$ cat src/rtl/fifo_pkg.sv
// Shared widths and state encoding for the sample-FIFO consumer blocks.
package fifo_pkg;

    localparam int DW = 16;
    localparam int AW = 7;

    typedef enum logic [1:0] {
        IDLE      = 2'd0,
        WAIT_FILL = 2'd1,
        STREAM    = 2'd2,
        DONE      = 2'd3
    } state_t;

endpackage

$ cat src/rtl/frame_out_reg.sv
// Output holding register for a valid/ready stream fed from a show-ahead FIFO.
// A held word stays put until it is accepted; a load may replace it in the accept cycle.
module frame_out_reg #(
    parameter int DW = 16
) (
    input  logic          clk_i,
    input  logic          rst_i,
    input  logic          clear_i,
    input  logic          load_i,
    input  logic          ready_i,
    input  logic [DW-1:0] data_i,
    input  logic          last_i,
    output logic [DW-1:0] data_o,
    output logic          valid_o,
    output logic          last_o
);

    logic [DW-1:0] data_q;
    logic          valid_q;
    logic          last_q;

    always_ff @(posedge clk_i) begin
        if (rst_i) begin
            data_q  <= '0;
            valid_q <= 1'b0;
            last_q  <= 1'b0;
        end else if (clear_i) begin
            valid_q <= 1'b0;
            last_q  <= 1'b0;
        end else if (load_i) begin
            data_q  <= data_i;
            valid_q <= 1'b1;
            last_q  <= last_i;
        end else if (valid_q && ready_i) begin
            valid_q <= 1'b0;
            last_q  <= 1'b0;
        end
    end

    assign data_o  = data_q;
    assign valid_o = valid_q;
    assign last_o  = last_q;

endmodule

$ cat src/rtl/fifo_frame_reader.sv
// Consumer end of the show-ahead sample FIFO: waits for a full frame, then streams it out.
//   state     | meaning
//   IDLE      | waiting for start
//   WAIT_FILL | waiting for FRAME_LEN words in the FIFO, bounded by TIMEOUT
//   STREAM    | popping words into the output register until the last is accepted
//   DONE      | one-cycle frame completion
module fifo_frame_reader
    import fifo_pkg::*;
#(
    parameter int DW        = fifo_pkg::DW,
    parameter int AW        = fifo_pkg::AW,
    parameter int FRAME_LEN = 32,
    parameter int TIMEOUT   = 255
) (
    input  logic                 clock,
    input  logic                 sclr,
    input  logic                 start,
    input  logic                 flush,
    input  logic signed [DW-1:0] fifo_q,
    input  logic                 fifo_empty,
    input  logic        [AW-1:0] fifo_usedw,
    output logic                 fifo_rdreq,
    output logic                 fifo_sclr,
    output logic signed [DW-1:0] out_data,
    output logic                 out_valid,
    input  logic                 out_ready,
    output logic                 out_last,
    output logic                 busy,
    output logic                 frame_done,
    output logic                 underrun,
    output logic        [15:0]   frame_cnt
);

    localparam int WCW = $clog2(TIMEOUT + 1);

    state_t         state_q, state_d;
    logic [WCW-1:0] wait_cnt_q, wait_cnt_d;
    logic [AW-1:0]  rem_q, rem_d;
    logic [15:0]    frame_cnt_q, frame_cnt_d;
    logic           underrun_q, underrun_d;
    logic           fifo_sclr_q;
    logic           load;
    logic           accept;
    logic [DW-1:0]  out_data_raw;

    assign accept = out_valid & out_ready;
    // Flush must not pop: the word would be lost to the clear anyway.
    assign load   = (state_q == STREAM) && (rem_q != '0) && !fifo_empty &&
                    (!out_valid || out_ready) && !flush;

    always_comb begin
        state_d     = state_q;
        wait_cnt_d  = wait_cnt_q;
        rem_d       = rem_q;
        frame_cnt_d = frame_cnt_q;
        underrun_d  = 1'b0;
        if (flush) begin
            state_d    = IDLE;
            wait_cnt_d = '0;
            rem_d      = '0;
        end else begin
            case (state_q)
                IDLE: begin
                    if (start) begin
                        state_d    = WAIT_FILL;
                        wait_cnt_d = '0;
                        rem_d      = AW'(FRAME_LEN);
                    end
                end
                WAIT_FILL: begin
                    if (fifo_usedw >= AW'(FRAME_LEN)) begin
                        state_d = STREAM;
                    end else if (wait_cnt_q == WCW'(TIMEOUT)) begin
                        underrun_d = 1'b1;
                        state_d    = IDLE;
                    end else begin
                        wait_cnt_d = wait_cnt_q + 1'b1;
                    end
                end
                STREAM: begin
                    if (load) rem_d = rem_q - 1'b1;
                    if (accept && out_last) state_d = DONE;
                end
                DONE: begin
                    frame_cnt_d = frame_cnt_q + 1'b1;
                    state_d     = IDLE;
                end
                default: state_d = IDLE;
            endcase
        end
    end

    always_ff @(posedge clock) begin
        if (sclr) begin
            state_q     <= IDLE;
            wait_cnt_q  <= '0;
            rem_q       <= '0;
            frame_cnt_q <= '0;
            underrun_q  <= 1'b0;
            fifo_sclr_q <= 1'b0;
        end else begin
            state_q     <= state_d;
            wait_cnt_q  <= wait_cnt_d;
            rem_q       <= rem_d;
            frame_cnt_q <= frame_cnt_d;
            underrun_q  <= underrun_d;
            fifo_sclr_q <= flush;
        end
    end

    frame_out_reg #(.DW(DW)) u_out (
        .clk_i   (clock),
        .rst_i   (sclr),
        .clear_i (flush),
        .load_i  (load),
        .ready_i (out_ready),
        .data_i  (fifo_q),
        .last_i  (rem_q == AW'(1)),
        .data_o  (out_data_raw),
        .valid_o (out_valid),
        .last_o  (out_last)
    );

    assign out_data   = out_data_raw;
    assign fifo_rdreq = load;
    assign fifo_sclr  = fifo_sclr_q;
    assign busy       = (state_q != IDLE);
    assign frame_done = (state_q == DONE) && !flush;
    assign underrun   = underrun_q;
    assign frame_cnt  = frame_cnt_q;

endmodule

$ cat config.mk
export PLATFORM = sky130hd
export DESIGN_NAME = fifo_frame_reader
export DESIGN_NICKNAME = d
export VERILOG_FILES = /design/src/rtl/fifo_pkg.sv /design/src/rtl/frame_out_reg.sv /design/src/rtl/fifo_frame_reader.sv
export SDC_FILE = /design/constraint.sdc
export NUM_CORES = 1
export LEC_CHECK = 0
export BUFFER_PORTS_ARGS = -buffer_cell sky130_fd_sc_hd__buf_2
export CORE_AREA = 2 2 86 122
export DETAILED_ROUTE_END_ITERATION = 7
export DIE_AREA = 0 0 88 124
export GPL_TIMING_DRIVEN = 0
export MAX_ROUTING_LAYER = met4
export PLACE_DENSITY_LB_ADDON = 0.2
export SYNTH_ARGS = -nofsm -noshare
export SYNTH_HDL_FRONTEND = slang
export SYNTH_SLANG_ARGS = --single-unit
$ cat constraint.sdc
create_clock -name clock -period 4.2 [get_ports clock]
set_input_delay 0.21 -clock clock [delete_from_list [all_inputs] [get_ports clock]]
set_output_delay 0.21 -clock clock [all_outputs]
set_load 0.03 [all_outputs]
After elaboration in Yosys (flattened, before gate mapping)
Cells that the tools add are included.
{"block": "word_totals", "input_bits": 29, "wordCells": 67, "regBits": 53, "output_inout_bits": 39}
{"block": "op_classes", "order_cmp": 1, "bitwise": 3, "eq_ne": 11, "n_mux": 16, "add_sub_neg": 3, "reduce_logical": 24}
{"op": "$mux 8", "count": 3}
{"op": "$add 16x1->16 const B", "count": 1}
{"op": "$pmux 8 s2", "count": 1}
{"op": "$mux 7", "count": 2}
{"op": "$pmux 7 s2", "count": 1}
{"op": "$add 8x1->8 const B", "count": 1}
{"op": "$eq 8x8->1 const B", "count": 1}
{"op": "$mux 2", "count": 4}
{"op": "$ne 2x2->1 const B", "count": 4}
{"op": "$pmux 2 s4", "count": 1}
{"op": "$reduce_bool 2->1", "count": 4}
{"op": "$eq 7x1->1 const B", "count": 1}
{"op": "$ge 7x6->1 const B", "count": 1}
{"op": "$logic_and 1x1->1", "count": 7}
{"op": "$reduce_bool 7->1", "count": 1}
{"op": "$sub 7x1->7 const B", "count": 1}
{"op": "$reduce_and 3->1", "count": 2}
{"op": "$eq 2x2->1 const B", "count": 2}
{"op": "$mux 1", "count": 4}
{"op": "$reduce_and 2->1", "count": 2}
{"op": "$reduce_and 4->1", "count": 1}
{"op": "$reduce_or 4->1", "count": 1}
{"op": "$logic_not 1->1", "count": 3}
{"op": "$ne 3x3->1 const B", "count": 1}
{"op": "other kinds (7)", "count": 8}

Longest topological paths before layout
Gate-level depths: netlist (run 1).
{"block": "logic_depth", "word_depth": 7, "mapped_depth": 8, "depth_no_buf": 7}

Modules after synthesis
Synthesis (run 1) repeated with hierarchy kept, for this count alone.
{"block": "hier_totals", "hier_cells": 280, "hier_area_um2": 2452.4}
{"module": "fifo_frame_reader", "cells_per_inst": 200, "n_inst": 1, "area_each_um2": 1762.9, "seq_area_each_um2": 700.7}
{"module": "frame_out_reg", "cells_per_inst": 80, "n_inst": 1, "area_each_um2": 689.4, "seq_area_each_um2": 360.3}

Least setup slack after synthesis (run 1)
Ideal clock, no wire load.
{"block": "synth_path", "path_type": "flip-flop to flip-flop", "from": "reg frame_cnt_q[2] (netlist: frame_cnt[2])", "to": "reg frame_cnt_q[13] (netlist: frame_cnt[13])", "t_arrival_ns": 1.664, "path_buffers": 0, "stages_incl_launch_ff": 5, "setup_slack_ns": 2.416, "setup_time_ns": 0.121, "synth_period_minus_slack_ns": 1.784, "required_time_ns": 4.079, "cell_sequence": "dfxtp_1 nand4b_1 nor4_2 nand3_1 mux2_2"}
{"block": "synth_between", "elab_chain_cells": 1}
{"item": "from (decl)", "line": "fifo_frame_reader.sv:39", "text": "logic [15:0] frame_cnt_q, frame_cnt_d;"}
{"item": "from (signal assigned)", "line": "fifo_frame_reader.sv:105", "text": "frame_cnt_q <= frame_cnt_d;"}
{"item": "$add 16x1->16", "line": "fifo_frame_reader.sv:85", "text": "frame_cnt_d = frame_cnt_q + 1'b1;"}
No other way between the ends.
A chain may end at the register's enable or synchronous reset.

Final worst setup path (run 1)
{"block": "layout_path", "from": "reg rem_q[2]", "to": "out fifo_rdreq"}
{"block": "layout_between", "elab_chain_cells": 5}
{"item": "from (decl)", "line": "fifo_frame_reader.sv:38", "text": "logic [AW-1:0] rem_q, rem_d;"}
{"item": "from (signal assigned)", "line": "fifo_frame_reader.sv:104", "text": "rem_q <= rem_d;"}
{"item": "$reduce_bool 7->1", "line": "fifo_frame_reader.sv:48", "text": "assign load = (state_q == STREAM) && (rem_q != '0) && !fifo_empty &&"}
{"item": "$logic_and 1x1->1 (3 in a row)", "line": "fifo_frame_reader.sv:48"}
{"item": "$logic_and 1x1->1", "line": "fifo_frame_reader.sv:49", "text": "(!out_valid || out_ready) && !flush;"}
{"item": "to (decl)", "line": "fifo_frame_reader.sv:22", "text": "output logic fifo_rdreq,"}
No other way between the ends.

==> metrics.md, run 1 <==
| Metric | Value |
|---|---|
| Placed Cells incl. Taps | `478` |
| Vias per cell | `4.53` |
| Total wire length | `6070 um` |
| Post-Synth XOR/XNOR Area | `0.0473` |
| Worst Reg-to-Reg Cells | `5` |
| Detailed Routing Iterations Pass 1 | `4` |
| Post-DRT Antenna Nets | `0` |
| Worst slew pin tran | `681 ps` |
| Synthesized Nets | `316` |
| RePlAce Congestion | `0.805` |
| Post-Synth Simple-Gate Area | `0.279` |
| Ys Warns | `0` |
| Hold Vio Cnt, Final | `0` |
| Hold Path Origin | `fifo_q[7]` |
| Core Rows | `43` |
| Via count | `2,203` |
| Clock Sink Count | `53` |
| Die ar. | `0.0109 sq mm` |
| Compound-Gate Fraction of Synth Area | `0.141` |
| Worst hold path cell count | `3` |
| Maximum number of pins on one net before global-route repair | `18` |
| Post-synth top flop | `dfxtp_1` |
| Syn Area/Cell | `8.54 sq um` |
| Synthesized flop and latch total | `53` |
| Layout net count | `384` |
| Maximum clock frequency | `455 MHz` |
| Dpl cell area | `0.00288 sq mm` |
| RSZ-0062 raised after global routing | `no` |
| Final setup viols | `0` |
| Port Buffers | `61` |
| Yosys cell types | `49` |
| # DRC | `0` |
| R2r setup slk | `2300 ps` |
| Max Cap Viol | `0` |
| DIE HEIGHT | `124 um` |
| Layout Cells excl Fill | `486` |
| N_diodes | `0` |
| Post-Syn Area | `0.00241 sq mm` |
| Initial Utilization | `0.247` |
| Cells after synthesis | `282` |
| CP endpoint kind | `output pin` |
| Pwr Density | `318 mW/mm^2` |
| WL per Instance | `12.5 um` |
| Initial DRC count | `88` |
| Grt total ovfl | `0` |
| End-of-flow core utilization | `0.311` |
| Cts bufs inserted | `5` |
| Clock skew | `4.30 ps` |
| Area grow syn2layout | `25.8%` |
| CP cell instances | `or4_4 -> o211ai_4 -> inv_2 -> buf_2 -> buf_2` |
| CP most frequent cell | `buf_2` |
| Hold crit path type | `in2reg` |
| Layout cell share with drive strength beyond 1 | `0.248` |
| Worst Path Buf+Inv | `3` |
| Post-route clock period utilization | `0.523` |
| # hold bufs at CTS | `0` |
| Final min period | `2200 ps` |
| GRT Util Overall | `0.118` |
| Max incr delay on CP | `600 ps` |
| Clock Tree Root | `clkbuf_16` |
| H-tree levels | `2` |
| Post-CTS setup buffers | `0` |
| Required time worst endpoint | `3990 ps` |
| Final Cell Area | `0.00303 sq mm` |
| Peak supply drop | `0.000161 V` |
| Fin Setup TNS | `0 ps` |
| Post-synthesis mux area share | `0.0213` |
| Critical Path Stages | `5` |
| Ports | `68` |
| Initial antenna violation count | `0` |
| HPWL after DPL | `4660 um` |
| Crit path max-delay family | `simple AND/OR/NAND/NOR gates` |
| Setup Crit Path Kind | `reg2out` |
| First-pass GRT wire length | `9720 um` |
| Worst R2R End | `wait_cnt_q[4]` |
| Status | `completed` |
| Sequential area share after synthesis | `0.441` |
| CTS resizes | `0` |
| Critical path's slowest cell | `or4_4` |
| Post-synth EDFFs | `0` |
| Hold path endpoint | `u_out.data_o[7]` |
| TritonCTS clock tree | `yes` |
| Vias in the first global route | `1,999` |
| Clk buf depth | `2` |
| Combinational family with the most area after synthesis | `simple AND/OR/NAND/NOR gates` |
| Die W | `88 um` |
| CP arrival | `1990 ps` |
| Leakage | `1.18 nW` |
| CP Max Fanout | `10` |
| Total power | `0.964 mW` |
| Slew Viols, Final | `0` |
| CORE AREA | `0.00974 sq mm` |
| Skew-Pair Late Insertion Delay | `290 ps` |
| Crit path launch type | `register` |
| Max-slew headroom | `0.545` |
| Reg clk slew, reported paths | `70 ps` |
| Synth async-reset ratio | `0` |
| Adder-cell area share of the yosys netlist | `0.0260` |
[cell usage in the layout (no fill, tap or decap), types with 3 or more instances in the layout]
| cell | netlist | routed |
|---|---|---|
| xor2_1 | 4 | 4 |
| mux2i_1 | 4 | 4 |
| buf_4 | 3 | 3 |
| nand2b_1 | 5 | 5 |
| and3_1 | 4 | 4 |
| nor2_1 | 25 | 25 |
| nor3_1 | 4 | 4 |
| xnor2_1 | 9 | 9 |
| ha_1 | 5 | 5 |
| nand4_1 | 5 | 5 |
| buf_2 | 2 | 63 |
| dfxtp_1 | 53 | 53 |
| clkbuf_16 | 0 | 5 |
| clkbuf_1 | 6 | 6 |
| nand3_1 | 10 | 10 |
| o211ai_1 | 3 | 3 |
| nor4_1 | 5 | 5 |
| or3_1 | 8 | 8 |
| inv_1 | 10 | 10 |
| a21oi_1 | 26 | 26 |
| o21ai_0 | 4 | 4 |
| o2111ai_1 | 3 | 3 |
| nand2_1 | 50 | 50 |
[power breakdown]
part	internal (mW)	total, mW	switching, mW
combinational	0.0178	0.0467	0.0289
sequential	0.504	0.505	0.00102
clock	0.222	0.413	0.190
[cell type report]
cell class / instances / area [sq um]
sequential: 53 / 1060
tap: 135 / 169
buffer: 12 / 66.3
fill: 1054 / 6710
clock buffer: 5 / 125
multi-input combinational: 206 / 1240
clock inverter: 3 / 21.3
inverter: 11 / 41.3
timing repair buffer: 61 / 305
[routing by layer]
layer	share of wire	vias to the layer above	GRT usage	wire length, um
met3	0.053	11	0.0225	322
met1	0.41	1016	0.130	2470
li1	-	1117	-	-
met4	0.025	0	0.0529	150
met5	0	-	-	0
met2	0.51	59	0.203	3120
[per-stage QoR]
step / hold WS (ps) / setup WS (ps)
after global routing: 148 / 1900
after floorplan: 338 / 2420
final: 147 / 2000
after detailed placement: 446 / 2180
after CTS: 140 / 1970
after global placement: 441 / 2180
[Yosys cell counts (all sizes together), types with 5 or more instances]
| library cell | instances | share of area |
|---|---|---|
| a21oi | 26 | 0.054 |
| buf | 6 | 0.018 |
| clkbuf | 6 | 0.0093 |
| dfxtp | 53 | 0.44 |
| ha | 5 | 0.026 |
| inv | 11 | 0.017 |
| nand2 | 50 | 0.078 |
| nand2b | 5 | 0.013 |
| nand3 | 10 | 0.021 |
| nand4 | 5 | 0.013 |
| nor2 | 25 | 0.039 |
| nor4 | 6 | 0.018 |
| o21ai | 5 | 0.010 |
| or3 | 8 | 0.021 |
| xnor2 | 9 | 0.033 |
[cell families after synthesis]
family	count (synthesis)
AO/OA/AOI/OAI	51
XOR/XNOR	13
adder cells (fa/ha/maj)	5
buffers and inverters	23
flip-flops	53
multiplexers	5
AND/OR/NAND/NOR	132
[worst max path at each step]
stage          slack, ps             to         start
5_1_grt             1900     fifo_rdreq      rem_q[2]
3_3_place_gp        2180       rem_q[3]          sclr
4_1_cts             1970     fifo_rdreq      rem_q[2]
3_5_place_dp        2180       rem_q[3]          sclr
6_report            2000     fifo_rdreq      rem_q[2]
2_1_floorplan       2420  frame_cnt[13]  frame_cnt[2]
[state kept, by name, indices dropped and copies added (netlist names), 7 cells and up, named ones only]
signal,cells
wait_cnt_q,8
frame_cnt,16
u_out.data_o,16
rem_q,7
[worst reg2reg max path, cell delays in order, from the launching register on]
cell and delay [ps]:
dfxtp_1 340, buf_2 190, nor4b_2 380, o21ai_1 310, a211oi_1 400, mux2i_1 210
Power figures use the tool's default switching activity.
==> run 2: changes to the inputs <==
- clock period: 4.2 -> 2.2 ns (I/O delays scaled with it)
==> run 2 against run 1 <==
  * Combinational power is 91% higher
  * Critical path type unchanged
  * Critical endpoint unchanged
  * Sequential power rose by 91%
  * Routed wire length about the same
==> metrics.md, run 2 (synthesis results as in run 1) <==
| Metric | Value |
|---|---|
| Status | `completed` |
| First-pass GRT wire length | `9720 um (unchanged)` |
| Max incr delay on CP | `590 ps (about the same)` |
| Crit path max-delay family | `simple AND/OR/NAND/NOR gates` |
| Vias per cell | `4.52 (-0.36%)` |
| TritonCTS clock tree | `yes` |
| Worst slew pin tran | `636 ps (-44.2 ps)` |
| Via count | `2,195 (-0.36%)` |
| Ports | `68 (unchanged)` |
| Hold Slack | `47.1 ps (-100 ps)` |
| Most common cell after layout, fill and taps aside | `buf_2` |
| Worst Path Buf+Inv | `3 (unchanged)` |
| Initial DRC count | `81 (-8.0%)` |
| Total power | `1.84 mW (+91%)` |
| Leakage | `1.18 nW (unchanged)` |
| Area grow syn2layout | `25.8% (unchanged)` |
| Hold crit path type | `in2reg` |
| Die W | `88 um (unchanged)` |
| CP cell instances | `or4_4 -> o211ai_4 -> inv_2 -> buf_2 -> buf_2` |
| Die ar. | `0.0109 sq mm (unchanged)` |
| Clock Tree Root | `clkbuf_16` |
| CP Max Fanout | `10 (unchanged)` |
| HPWL after DPL | `4660 um (unchanged)` |
| Pwr Density | `607 mW/mm^2 (+91%)` |
| DIE HEIGHT | `124 um (unchanged)` |
| CP endpoint kind | `output pin` |
| Maximum clock frequency | `483 MHz` |
| Required time worst endpoint | `2090 ps (-1900 ps)` |
| GRT Util Overall | `0.118 (unchanged)` |
| Skew-Pair Late Insertion Delay | `290 ps (about the same)` |
| Clock skew | `4.51 ps (+0.209 ps)` |
| Final min period | `2070 ps` |
| CORE AREA | `0.00974 sq mm (unchanged)` |
| Total wire length | `6070 um (about the same)` |
| Port Buffers | `61 (unchanged)` |
| Layout cell share with drive strength beyond 1 | `0.248 (unchanged)` |
| RSZ-0062 raised after global routing | `no` |
| Maximum number of pins on one net before global-route repair | `18 (unchanged)` |
| Vias in the first global route | `1,999 (unchanged)` |
| # hold bufs at CTS | `0 (unchanged)` |
| Layout net count | `384 (unchanged)` |
| Cts bufs inserted | `5 (unchanged)` |
| Post-DRT Antenna Nets | `0 (unchanged)` |
| # DRC | `0 (unchanged)` |
| Fillers | `1,054 (unchanged)` |
| Core Rows | `43 (unchanged)` |
| Initial antenna violation count | `0 (unchanged)` |
| CP most frequent cell | `buf_2` |
| Post-CTS setup buffers | `0 (unchanged)` |
| Reg clk slew, reported paths | `70 ps (about the same)` |
| Post-route clock period utilization | `0.942` |
| Most frequent cells in the layout | `buf_2, dfxtp_1, nand2_1` |
| Max Cap Viol | `0 (unchanged)` |
| Detailed Routing Iterations Pass 1 | `4 (unchanged)` |
| Final setup viols | `0 (unchanged)` |
| CTS resizes | `0 (unchanged)` |
| Critical path's slowest cell | `or4_4` |
| H-tree levels | `2 (unchanged)` |
| Hold Vio Cnt, Final | `0 (unchanged)` |
| Clock Sink Count | `53 (unchanged)` |
| RePlAce Congestion | `0.805 (unchanged)` |
| Peak supply drop | `0.000306 V (+90%)` |
| CP arrival | `1960 ps (-30 ps)` |
| Crit path launch type | `register` |
| Grt total ovfl | `0 (unchanged)` |
| Fin Setup TNS | `0 ps (unchanged)` |
| Slew Viols, Final | `0 (unchanged)` |
| N_diodes | `0 (unchanged)` |
| WL per Instance | `12.5 um (about the same)` |
| Clk buf depth | `2 (unchanged)` |
| Setup Crit Path Kind | `reg2out` |
| Initial Utilization | `0.247 (unchanged)` |
| R2r setup slk | `300 ps (-2000 ps)` |
| Max-slew headroom | `0.565 (+0.0195)` |
## run 2: metrics by stage
step	cell area (sq um)	cells	setup slack (ps)	util
2_1_floorplan	2410	282	416	-
3_3_place_gp	2880	478	285	0.296
3_5_place_dp	2880	478	277	0.296
4_1_cts	3030	486	74.9	0.311
5_1_grt	3030	486	19.4	0.311
6_report	3030	486	128	0.311
## run 2: worst min-delay path: stages
cell	delay [ps]
buf_2	90
nand2_1	40
a21oi_1	50
## run 2: area by class of cell
| cell class | count | area (sq um) | area share |
|---|---|---|---|
| flip-flops and latches | 53 | 1060 | 0.350 |
| inverters | 11 | 41.3 | 0.0136 |
| well taps | 135 | 169 | 0.0558 |
| plain buffers | 12 | 66.3 | 0.0219 |
| clock inverters | 3 | 21.3 | 0.00702 |
| repair buffers | 61 | 305 | 0.101 |
| clock buffers | 5 | 125 | 0.0413 |
| multi-input cells | 206 | 1240 | 0.409 |
## run 2: where the power goes
group	switching, mW	internal (mW)
Combinational	0.0550	0.0340
Clock	0.363	0.424
Sequential	0.00185	0.962
## run 2: worst paths after layout
path / from / endpoint / cells after the start
setup / recovery: rem_q[2] / fifo_rdreq / 5
hold / removal: fifo_q[7] / u_out.data_o[7] / 3
setup reg to reg: register / wait_cnt_q[4] / 5
hold reg to reg: u_out.data_o[12] / u_out.data_o[12] / 2
## run 2: layer usage
metal,track usage,vias up,share of wire
li1,-,1115,-
met1,0.130,1019,0.41
met2,0.203,50,0.51
met3,0.0225,11,0.048
met4,0.0529,0,0.025
met5,-,-,0
==> run 3: changes to the inputs <==
- RECOVER_POWER: not set -> 100
==> run 3 against run 2 <==
  * Hold slack is essentially flat
  * First-iteration DRC count shrank 8.6%
  * Clock skew about the same
  * Utilization is 0.63 points lower
  * Critical endpoint unchanged
  * Critical path depth stayed put
  * Routed wire length increased by 0.82%
  * Die area is the same
==> metrics.md, run 3 (synthesis results as in run 1) <==
| Metric | Value |
|---|---|
| Worst slew pin tran | `636 ps (unchanged)` |
| Max incr delay on CP | `590 ps (about the same)` |
| Leakage | `1.00 nW (-15%)` |
| Post-route clock period utilization | `0.940 (-0.00243)` |
| TritonCTS clock tree | `yes` |
| Post-CTS setup buffers | `0 (unchanged)` |
| RSZ-0062 raised after global routing | `no` |
| CTS resizes | `0 (unchanged)` |
| Pwr Density | `620 mW/mm^2 (+2.1%)` |
| Slew Viols, Final | `0 (unchanged)` |
| Clk buf depth | `2 (unchanged)` |
| Total wire length | `6120 um (+0.82%)` |
| Max-slew headroom | `0.565 (unchanged)` |
| Final setup viols | `0 (unchanged)` |
| Area of the multi-input gates | `0.00124 sq mm (unchanged)` |
| RePlAce Congestion | `0.805 (unchanged)` |
| Port Buffers | `61 (unchanged)` |
| Clock Tree Root | `clkbuf_16` |
| Crit. Startpoint | `rem_q[2]` |
| CORE AREA | `0.00974 sq mm (unchanged)` |
| Die ar. | `0.0109 sq mm (unchanged)` |
| Max Cap Viol | `0 (unchanged)` |
| Status | `completed` |
| Combinational share of power | `0.048 (about the same)` |
| Vias in the first global route | `1,999 (unchanged)` |
| Layout cell share with drive strength beyond 1 | `0.134 (-0.114)` |
| Maximum clock frequency | `484 MHz (+0.26%)` |
| CP arrival | `1960 ps (about the same)` |
| Grt total ovfl | `0 (unchanged)` |
| N_diodes | `0 (unchanged)` |
| Clock Sink Count | `53 (unchanged)` |
| Pre-CTS setup slack | `277 ps (unchanged)` |
| Clk pwr share | `0.428 (about the same)` |
| Initial antenna violation count | `0 (unchanged)` |
| Fillers | `1,069 (+1.4%)` |
| Core Rows | `43 (unchanged)` |
| Switching share of power | `0.229 (+0.000357)` |
| DIE HEIGHT | `124 um (unchanged)` |
| Most common cell after layout, fill and taps aside | `dfxtp_1` |
| Required time worst endpoint | `2090 ps (about the same)` |
| Post-DRT Antenna Nets | `0 (unchanged)` |
| Final worst slack | `133 ps (+5.34 ps)` |
| Reg clk slew, reported paths | `70 ps (about the same)` |
| # DRC | `0 (unchanged)` |
| Skew-Pair Late Insertion Delay | `290 ps (about the same)` |
| Share of power burned in registers | `0.524 (about the same)` |
| Setup Crit Path Kind | `reg2out` |
| Layout net count | `384 (unchanged)` |
| Int Pwr | `1.42 mW (about the same)` |
| Detailed Routing Iterations Pass 1 | `5 (+1)` |
| Initial Utilization | `0.247 (unchanged)` |
| Hold crit path type | `in2reg` |
| Cts bufs inserted | `5 (unchanged)` |
| # hold bufs at CTS | `0 (unchanged)` |
| Crit path launch type | `register` |
| CP most frequent cell | `buf_2` |
| Die W | `88 um (unchanged)` |
| Via count | `2,222 (+1.2%)` |
| Final min period | `2070 ps (-5.34 ps)` |
| Vias per cell | `4.57 (+1.2%)` |
| Storage cell area | `0.00106 sq mm (unchanged)` |
| WL per Instance | `12.6 um (+0.82%)` |
| NetSw | `0.420 mW (+0.14%)` |
| First-pass GRT wire length | `9720 um (unchanged)` |
| CP cell instances | `or4_4 -> o211ai_4 -> inv_2 -> buf_2 -> buf_2` |
| Fin Setup TNS | `0 ps (unchanged)` |
| Clock skew | `4.52 ps (+0.0113 ps)` |
| Hold Path Origin | `fifo_q[6]` |
| Initial DRC count | `74 (-8.6%)` |
| CP Max Fanout | `10 (unchanged)` |
| Maximum number of pins on one net before global-route repair | `18 (unchanged)` |
| Ports | `68 (unchanged)` |
| Most frequent cells in the layout | `dfxtp_1, nand2_1, clkbuf_1` |
| Area grow syn2layout | `23.2%` |
| HPWL after DPL | `4660 um (unchanged)` |
| Peak supply drop | `0.000306 V (about the same)` |
| H-tree levels | `2 (unchanged)` |
| CP endpoint kind | `output pin` |
| Hold Vio Cnt, Final | `0 (unchanged)` |
| GRT Util Overall | `0.118 (unchanged)` |
| Critical path's slowest cell | `or4_4` |
run 3: changes by cell type in the layout (fill, tap and decap cells not counted), sizes merged:
cell	before	now
buf	67	25
clkbuf	11	53
run 3: final timing paths:
path / end / slack, ps / cells after the start
setup / recovery: fifo_rdreq / 130 / 5
hold / removal: u_out.data_o[6] / 50 / 3
hold reg to reg: u_out.data_o[12] / 450 / 2
setup reg to reg: wait_cnt_q[4] / 210 / 5
run 3: worst max-delay path, delay by kind of cell, from the launching register on:
family | cells | cell delay (ps)
flip-flops | 1 | 360
AND/OR/NAND/NOR | 1 | 590
AO/OA/AOI/OAI | 1 | 270
buffers and inverters | 3 | 450
run 3: per-layer routing:
metal | share of wire | global-route usage | wire [um] | up-vias
met5 | 0 | - | 0 | -
met2 | 0.51 | 0.203 | 3140 | 65
li1 | - | - | - | 1118
met1 | 0.41 | 0.130 | 2490 | 1028
met4 | 0.025 | 0.0529 | 150 | 0
met3 | 0.055 | 0.0225 | 339 | 11
run 3: cell type report:
type / instances / area share
clock buffers: 5 / 0.0422
plain buffers: 12 / 0.0173
multi-input cells: 206 / 0.418
flip-flops and latches: 53 / 0.358
repair buffers: 61 / 0.0873
inverters: 11 / 0.0139
well taps: 135 / 0.0569
clock inverters: 3 / 0.00717
run 3: power groups by stage:
stage	logic (mW)	clock network [mW]	registers, mW
2_1_floorplan	0.0465	0	0.988
3_3_place_gp	0.0903	0	0.986
3_5_place_dp	0.0909	0	0.986
4_1_cts	0.0908	0.823	0.964
5_1_grt	0.0991	0.868	0.964
6_report	0.0881	0.788	0.964
run 3: metrics by stage:
step,instance area [sq um],power (mW),hold WS (ps),instances,util
floorplan,2410,1.03,238,282,-
global placement,2880,1.08,351,478,0.296
detailed placement,2880,1.08,360,478,0.296
CTS,3030,1.88,40.1,486,0.311
global route,2970,1.93,48.1,486,0.305
finish,2970,1.84,47.0,486,0.305
